### src/rtl/mips_multicycle_core.sv
// rtl/mips_multicycle_core.sv - multi-cycle MIPS-I subset core with a unified req/ready memory port
//
// Purpose: executes add/sub/and/or/slt, lw, sw, beq, addi and j. Each instruction
// steps through FETCH, DECODE, EXECUTE, MEM and WRITEBACK over several clocks and
// shares one instruction/data memory port. An illegal opcode/funct or a misaligned
// load/store parks the core in HALT until reset.
//
// Ports:
//   clk          rising-edge clock
//   rst          asynchronous active-high reset
//   mem_req      request; held high until mem_ready accepts it
//   mem_we       1 = store, 0 = fetch/load
//   mem_addr     byte address (always word aligned)
//   mem_wdata    store data
//   mem_rdata    read data, valid in the cycle mem_ready=1
//   mem_ready    transfer completes on an edge where mem_req & mem_ready
//   halted       core stopped on a fault
//   retire_*     (MIPS_MC_RETIRE_PORT_EN only) retire pulse, its PC and a saturating count
//
// Build option: define MIPS_MC_RETIRE_PORT_EN to add the retire_valid/retire_pc/retire_count outputs.
// ADDR_WIDTH is expected to lie in 28..32 (the jump target keeps PC bits above 27).

module mips_multicycle_core #(
  parameter int                    ADDR_WIDTH = 32,
  parameter logic [ADDR_WIDTH-1:0] RESET_PC   = '0,
  parameter int                    NUM_REGS   = 32
) (
  input  logic                  clk,
  input  logic                  rst,
  output logic                  mem_req,
  output logic                  mem_we,
  output logic [ADDR_WIDTH-1:0] mem_addr,
  output logic [31:0]           mem_wdata,
  input  logic [31:0]           mem_rdata,
  input  logic                  mem_ready,
  output logic                  halted
`ifdef MIPS_MC_RETIRE_PORT_EN
  ,
  output logic                  retire_valid,
  output logic [ADDR_WIDTH-1:0] retire_pc,
  output logic [31:0]           retire_count
`endif
);

  localparam int RW = $clog2(NUM_REGS);

  localparam logic [5:0] OP_RTYPE = 6'h00;
  localparam logic [5:0] OP_J     = 6'h02;
  localparam logic [5:0] OP_BEQ   = 6'h04;
  localparam logic [5:0] OP_ADDI  = 6'h08;
  localparam logic [5:0] OP_LW    = 6'h23;
  localparam logic [5:0] OP_SW    = 6'h2B;

  localparam logic [5:0] FN_ADD = 6'h20;
  localparam logic [5:0] FN_SUB = 6'h22;
  localparam logic [5:0] FN_AND = 6'h24;
  localparam logic [5:0] FN_OR  = 6'h25;
  localparam logic [5:0] FN_SLT = 6'h2A;

  typedef enum logic [2:0] {
    S_FETCH,
    S_DECODE,
    S_EXECUTE,
    S_MEM,
    S_WB,
    S_HALT
  } state_t;

  state_t                r_state;
  logic [ADDR_WIDTH-1:0] r_pc;
  logic [ADDR_WIDTH-1:0] r_target;
  logic [31:0]           r_ir;
  logic [31:0]           r_a;
  logic [31:0]           r_b;
  logic [31:0]           r_alu;
  logic [31:0]           r_mdr;
  logic [31:0]           r_regs [NUM_REGS];
  logic                  r_mem_req;
  logic                  r_mem_we;
  logic [ADDR_WIDTH-1:0] r_mem_addr;
  logic [31:0]           r_mem_wdata;
  logic                  r_halted;

  // Instruction fields
  logic [5:0]            w_op;
  logic [5:0]            w_funct;
  logic [RW-1:0]         w_rs;
  logic [RW-1:0]         w_rt;
  logic [RW-1:0]         w_rd;
  logic [31:0]           w_sext;
  logic                  w_is_r;
  logic                  w_is_lw;
  logic                  w_is_sw;
  logic                  w_is_beq;
  logic                  w_is_addi;
  logic                  w_is_j;
  logic                  w_r_legal;
  logic                  w_legal;

  // Datapath
  logic [31:0]           w_alu;
  logic [31:0]           w_ea;
  logic [31:0]           w_br_off;
  logic [ADDR_WIDTH-1:0] w_target;
  logic [ADDR_WIDTH-1:0] w_jump;
  logic [ADDR_WIDTH-1:0] w_pc_next;
  logic [RW-1:0]         w_wb_idx;
  logic [31:0]           w_wb_data;

  assign w_op      = r_ir[31:26];
  assign w_funct   = r_ir[5:0];
  assign w_rs      = r_ir[21 +: RW];
  assign w_rt      = r_ir[16 +: RW];
  assign w_rd      = r_ir[11 +: RW];
  assign w_sext    = {{16{r_ir[15]}}, r_ir[15:0]};

  assign w_is_r    = (w_op == OP_RTYPE);
  assign w_is_lw   = (w_op == OP_LW);
  assign w_is_sw   = (w_op == OP_SW);
  assign w_is_beq  = (w_op == OP_BEQ);
  assign w_is_addi = (w_op == OP_ADDI);
  assign w_is_j    = (w_op == OP_J);
  assign w_r_legal = (w_funct == FN_ADD) || (w_funct == FN_SUB) || (w_funct == FN_AND) ||
                     (w_funct == FN_OR)  || (w_funct == FN_SLT);
  assign w_legal   = (w_is_r && w_r_legal) || w_is_lw || w_is_sw || w_is_beq ||
                     w_is_addi || w_is_j;

  always_comb begin
    w_alu = r_a + w_sext;
    if (w_is_r) begin
      case (w_funct)
        FN_SUB:  w_alu = r_a - r_b;
        FN_AND:  w_alu = r_a & r_b;
        FN_OR:   w_alu = r_a | r_b;
        FN_SLT:  w_alu = {31'b0, ($signed(r_a) < $signed(r_b))};
        default: w_alu = r_a + r_b;
      endcase
    end
  end

  assign w_ea      = r_a + w_sext;
  assign w_br_off  = {w_sext[29:0], 2'b00};
  // r_pc already points past the branch when DECODE computes the target.
  assign w_target  = r_pc + w_br_off[ADDR_WIDTH-1:0];
  assign w_pc_next = r_pc + ADDR_WIDTH'(4);

  always_comb begin
    w_jump       = r_pc;
    w_jump[27:0] = {r_ir[25:0], 2'b00};
  end

  assign w_wb_idx  = w_is_r ? w_rd : w_rt;
  assign w_wb_data = w_is_lw ? r_mdr : r_alu;

`ifdef MIPS_MC_RETIRE_PORT_EN
  logic [ADDR_WIDTH-1:0] r_ipc;
  logic [31:0]           r_retire_count;
  logic                  w_retire;

  // The last state of each instruction; a sw only retires on the accepting cycle.
  always_comb begin
    w_retire = 1'b0;
    case (r_state)
      S_EXECUTE: w_retire = w_is_beq || w_is_j;
      S_MEM:     w_retire = w_is_sw && mem_ready;
      S_WB:      w_retire = 1'b1;
      default:   w_retire = 1'b0;
    endcase
  end

  always_ff @(posedge clk or posedge rst) begin
    if (rst) begin
      r_retire_count <= '0;
    end else if (w_retire && (r_retire_count != 32'hFFFF_FFFF)) begin
      r_retire_count <= r_retire_count + 32'd1;
    end
  end

  assign retire_valid = w_retire;
  assign retire_pc    = r_ipc;
  assign retire_count = r_retire_count;
`endif

  always_ff @(posedge clk or posedge rst) begin
    if (rst) begin
      r_state     <= S_FETCH;
      r_pc        <= RESET_PC;
      r_target    <= '0;
      r_ir        <= '0;
      r_a         <= '0;
      r_b         <= '0;
      r_alu       <= '0;
      r_mdr       <= '0;
      r_mem_req   <= 1'b0;
      r_mem_we    <= 1'b0;
      r_mem_addr  <= '0;
      r_mem_wdata <= '0;
      r_halted    <= 1'b0;
      for (int i = 0; i < NUM_REGS; i++) begin
        r_regs[i] <= '0;
      end
`ifdef MIPS_MC_RETIRE_PORT_EN
      r_ipc       <= '0;
`endif
    end else begin
      case (r_state)
        S_FETCH: begin
          // Only reached with mem_req low straight after reset; every other
          // path into FETCH raises the request on the way in.
          if (!r_mem_req) begin
            r_mem_req   <= 1'b1;
            r_mem_we    <= 1'b0;
            r_mem_addr  <= r_pc;
            r_mem_wdata <= '0;
          end else if (mem_ready) begin
            r_mem_req <= 1'b0;
            r_ir      <= mem_rdata;
            r_pc      <= w_pc_next;
`ifdef MIPS_MC_RETIRE_PORT_EN
            r_ipc     <= r_pc;
`endif
            r_state   <= S_DECODE;
          end
        end

        S_DECODE: begin
          r_a      <= (w_rs == '0) ? 32'd0 : r_regs[w_rs];
          r_b      <= (w_rt == '0) ? 32'd0 : r_regs[w_rt];
          r_target <= w_target;
          if (!w_legal) begin
            r_halted <= 1'b1;
            r_state  <= S_HALT;
          end else begin
            r_state  <= S_EXECUTE;
          end
        end

        S_EXECUTE: begin
          if (w_is_lw || w_is_sw) begin
            if (w_ea[1:0] != 2'b00) begin
              r_halted <= 1'b1;
              r_state  <= S_HALT;
            end else begin
              r_mem_req   <= 1'b1;
              r_mem_we    <= w_is_sw;
              r_mem_addr  <= w_ea[ADDR_WIDTH-1:0];
              r_mem_wdata <= w_is_sw ? r_b : 32'd0;
              r_state     <= S_MEM;
            end
          end else if (w_is_beq) begin
            r_mem_req   <= 1'b1;
            r_mem_we    <= 1'b0;
            r_mem_wdata <= '0;
            r_state     <= S_FETCH;
            if (r_a == r_b) begin
              r_pc       <= r_target;
              r_mem_addr <= r_target;
            end else begin
              r_mem_addr <= r_pc;
            end
          end else if (w_is_j) begin
            r_pc        <= w_jump;
            r_mem_req   <= 1'b1;
            r_mem_we    <= 1'b0;
            r_mem_addr  <= w_jump;
            r_mem_wdata <= '0;
            r_state     <= S_FETCH;
          end else begin
            r_alu   <= w_alu;
            r_state <= S_WB;
          end
        end

        S_MEM: begin
          if (mem_ready) begin
            if (w_is_lw) begin
              r_mem_req <= 1'b0;
              r_mem_we  <= 1'b0;
              r_mdr     <= mem_rdata;
              r_state   <= S_WB;
            end else begin
              // Store done: go straight into the next fetch request.
              r_mem_req   <= 1'b1;
              r_mem_we    <= 1'b0;
              r_mem_addr  <= r_pc;
              r_mem_wdata <= '0;
              r_state     <= S_FETCH;
            end
          end
        end

        S_WB: begin
          if (w_wb_idx != '0) begin
            r_regs[w_wb_idx] <= w_wb_data;
          end
          r_mem_req   <= 1'b1;
          r_mem_we    <= 1'b0;
          r_mem_addr  <= r_pc;
          r_mem_wdata <= '0;
          r_state     <= S_FETCH;
        end

        S_HALT: begin
          r_mem_req <= 1'b0;
          r_halted  <= 1'b1;
        end

        default: begin
          r_mem_req <= 1'b0;
          r_halted  <= 1'b1;
          r_state   <= S_HALT;
        end
      endcase
    end
  end

  assign mem_req   = r_mem_req;
  assign mem_we    = r_mem_we;
  assign mem_addr  = r_mem_addr;
  assign mem_wdata = r_mem_wdata;
  assign halted    = r_halted;

endmodule

### config.mk
export PLATFORM = sky130hd
export DESIGN_NAME = mips_multicycle_core
export DESIGN_NICKNAME = d
export VERILOG_FILES = /design/src/rtl/mips_multicycle_core.sv
export SDC_FILE = /design/constraint.sdc
export NUM_CORES = 2
export LEC_CHECK = 0
export CAP_MARGIN = 20
export CORE_ASPECT_RATIO = 0.75
export CORE_MARGIN = 2
export CORE_UTILIZATION = 50
export DETAILED_ROUTE_END_ITERATION = 8
export PLACE_DENSITY = 0.74
export SYNTH_ARGS = -nofsm -noshare
export SYNTH_HDL_FRONTEND = slang
export SYNTH_SLANG_ARGS = --single-unit
### constraint.sdc
create_clock -name clk -period 62.8 [get_ports clk]
set_input_delay 12.56 -clock clk [delete_from_list [all_inputs] [get_ports clk]]
set_output_delay 12.56 -clock clk [all_outputs]
set_load 0.005 [all_outputs]
==> run_results.csv <==
group,metric,value,unit
pwr,vdd_drop_max,0.0524,mV
pwr,powerDensity,53.7,mW/mm²
clock_tree,cts_max_path_buffers,3,
routing,drt-initial-drc-count,8762,
floorplanning,die_w,444,µm
floorplanning,dieArea,0.148,mm²
synthesis,synth_top_family_by_area,"multiplexers",
timing,max_slew_margin,0.206,
timing,skew,0.0450,ns
timing,period_share,0.270,
clock_tree,clkTransAtPathRegs,0.07,ns
routing,num_vias,57900,
status,status,"complete, no violations",
synthesis,synth_cell_types,86,
floorplanning,floorplan.rows,121,
synthesis,synth_compound_area_frac,0.148,
place,place_congestion,0.999,
synthesis,synthAdderAreaFrac,0.0281,
synthesis,ys_warn_count,0,
synthesis,synth-edff-count,0,
clock_tree,ctsHtreeMaxLevel,3,
setup_path,path_cells,"clkdlybuf4s50_1 -> inv_8 -> buf_4 -> buf_4 -> buf_4 -> buf_12 -> buf_4",
synthesis,avgSynthCellArea,10.7,µm²
synthesis,synthArstFlopShare,1.00,
synthesis,synth_xor_area_frac,0.00735,
setup_path,cpPeakStageDelay,0.86,ns
final_layout,regArea,0.0330,mm²
setup_path,rr_startpoint,"r_ir[26]",
clock_tree,cts-hold-fix-buffers,0,
routing,drt_pass1_iterations,6,
setup_path,path_class,"in2async",
timing,setup_viol,0,
clock_tree,cts_resized,0,
floorplanning,initial_core_util,0.502,
grt,track_usage,0.324,
synthesis,synth_area,0.0726,mm²
timing,min_period,16.96,ns
grt,grt_max_degree,183,
setup_path,cpMostUsedCell,"buf_4",
setup_path,cp.required,63.57,ns
final_layout,multi_input_comb_area,0.0371,mm²
place,dpl.hpwl,151,mm
place,portBuffers,101,
pwr,total_power,4.26,mW
synthesis,synth_ff_type,"dfrtp_1",
clock_tree,post-cts-setup-buffers,0,
floorplanning,top_level_ports,102,
setup_path,critPathTopFamily,"buffers and inverters",
clock_tree,tritoncts,"yes",
routing,drtAntennaViolNets,0,
setup_path,path_depth,7,
setup_path,critPathLaunch,"rst",
final_layout,drive_gt1_frac,0.178,
grt,grt_pass1_vias,55700,
synthesis,ys_top_cells_by_count,"dfrtp_1, a21oi_1, nor2_1",
clock_tree,cts_buffers,119,
grt,grt_overflow,0,
pwr,power_leakage,33.3,nW
final_layout,fillCellCount,11900,
floorplanning,coreArea,0.145,mm²
timing,finalSetupTns,0,ns
setup_path,critical_path.reg2reg.endpoint,"r_regs[893]",
timing,maxClockFrequency,59.0,MHz
floorplanning,die_h,334,µm
synthesis,synth.area.mux_share,0.223,
job,drv_cap,0,
routing,wire_per_inst,28.3,µm
timing,hold_viol,0,
synthesis,synthSimpleGateAreaFrac,0.0998,
synthesis,synth_top_cell_by_area,"dfrtp_1",
clock_tree,clkLatencyLatePin,0.78,ns
clock_tree,clock-sinks,1318,
setup_path,start_kind,"primary input",
routing,route.detailed.drc,0,
timing,rsz0062_at_grt,"false",
setup_path,critPathMaxFanout,182,
synthesis,ys_seq_area_frac,0.454,
synthesis,syn_nets,6973,
hold_path,hold_path_depth,0,
timing,finalMaxSlewViolations,0,
setup_path,endpoint,"r_regs[538]",
routing,routed_via_density,6.80,
clock_tree,cts_root_buf,"clkbuf_16",
grt,grt_pass1_wl,362,mm
setup_path,crit_buf_inv,7,
final_layout,nets,6704,
setup_path,critPathArrivalTime,17.73,ns
setup_path,ff2ff_path_depth,9,
grt,antenna_found_initial,8,
synthesis,ys_seq_elements,1318,
synthesis,synthTopCellsByArea,"dfrtp_1, mux4_2, a21oi_1, nor2_1, o21ai_0",
hold_path,min_path_type,"reg2reg",
setup_path,cp-end-kind,"asynchronous set/reset pin",
synthesis,synth.most_common_cell,"dfrtp_1",
synthesis,post_synth_inst_count,6777,
final_layout,syn_to_final_growth,9.15,%
timing,worst_slew_pin_slew,1.19,ns
setup_path,crit_slowest_cell,"buf_4",
setup_path,regToRegSetupSlack,57.56,ns
routing,routed_wl,241,mm
synthesis,netlist.area_leader.share,0.454,
-- worst reg2reg max path: stages (launching register included) --
cell and delay, ns:
dfrtp_1 0.49, or3_4 0.48, nor4_4 0.16, buf_4 0.45, mux2i_1 0.56, nand4_1 0.83
nor3_4 0.94, buf_4 0.89, nor2_1 0.20, a21oi_1 0.16
-- per-layer routing --
| metal | share of wire | vias to the layer above | GRT usage |
|---|---|---|---|
| met5 | 0.000087 | - | 0 |
| met4 | 0.047 | 4 | 0.136 |
| met3 | 0.13 | 644 | 0.0817 |
| met2 | 0.43 | 3961 | 0.462 |
| met1 | 0.40 | 29100 | 0.474 |
| li1 | - | 24200 | - |
-- how the worst min path moves through the flow --
stage | startpoint | endpoint | slack [ns]
floorplan | r_regs[1000] | r_regs[1000] | 0.44
global placement | r_regs[1013] | r_regs[1013] | 0.38
detailed placement | r_regs[1011] | r_regs[1011] | 0.38
CTS | r_regs[1014] | r_regs[1014] | 0.40
global route | r_regs[1018] | r_regs[1018] | 0.41
finish | r_regs[995] | r_regs[995] | 0.40
-- flip-flops by register name, summed over array words and instances (netlist names) --
signal	cells
r_a	32
r_target	32
mem_req	1
r_ir	32
r_mdr	32
r_pc	32
r_alu	32
r_state	3
mem_we	1
r_regs	1024
halted	1
mem_wdata	32
r_b	32
mem_addr	32
-- layout by cell type (no fill, tap or decap), types with 13 or more instances in the layout --
cell	netlist	routed
dfrtp_1	1318	1307
a21oi_1	881	881
nor2_1	850	832
nand2_1	623	612
mux4_2	608	608
o21ai_0	515	515
ha_1	157	157
buf_4	1	133
clkbuf_16	0	121
inv_1	120	119
mux2_2	116	116
o22ai_1	101	101
clkdlybuf4s50_1	0	101
mux2i_1	119	87
o21ai_1	47	46
nand3_1	44	42
nor2b_1	43	42
a21o_1	42	42
nor3_1	37	36
xnor2_1	36	36
a22o_1	36	36
clkbuf_8	0	35
mux2i_2	0	32
o211ai_1	31	31
a31oi_1	30	30
o32ai_1	27	27
a211oi_1	26	26
nand2b_1	27	25
xor2_1	25	25
clkbuf_1	504	21
nor2_4	0	20
and3_1	20	19
clkinv_2	0	18
nand4_1	17	17
a221oi_1	16	16
o21bai_1	15	15
or3_1	16	14
o31ai_1	13	13
-- per-stage QoR --
| step | worst slack [ns] | hold WS, ns | cell area, µm² | utilization | cells |
|---|---|---|---|---|---|
| 6_report | 45.84 | 0.396 | 79300 | 0.548 | 8514 |
| 3_3_place_gp | 45.01 | 0.376 | 75100 | 0.519 | 8292 |
| 4_1_cts | 45.73 | 0.399 | 79300 | 0.548 | 8512 |
| 3_5_place_dp | 44.91 | 0.384 | 75100 | 0.519 | 8292 |
| 5_1_grt | 45.11 | 0.406 | 79300 | 0.548 | 8513 |
| 2_1_floorplan | 13.09 | 0.441 | 72600 | - | 6777 |
-- final cells by class --
cell class | count | share of cell area
Multi-Input combinational cell | 4709 | 0.468
Sequential cell | 1318 | 0.416
Clock buffer | 177 | 0.0453
Tap cell | 1906 | 0.0301
Timing Repair Buffer | 240 | 0.0269
Clock inverter | 43 | 0.00729
Inverter | 120 | 0.00577
Antenna cell | 1 | 0.0000316
-- kinds of logic (layout without fill, tap and decap cells) --
group | Yosys count | after routing
AO/OA/AOI/OAI | 1896 | 1896
buffers and inverters | 750 | 580
adder cells (fa/ha/maj) | 161 | 161
flip-flops | 1318 | 1318
other | 0 | 1
multiplexers | 843 | 843
XOR/XNOR | 61 | 61
AND/OR/NAND/NOR | 1748 | 1748
-- report_power, final --
group,switching [mW],internal (mW),total [mW]
logic,1.14,0.890,2.03
clock network,0.346,0.441,0.787
registers,0.304,1.13,1.44
No activity file was read; power rests on OpenSTA's default activity.
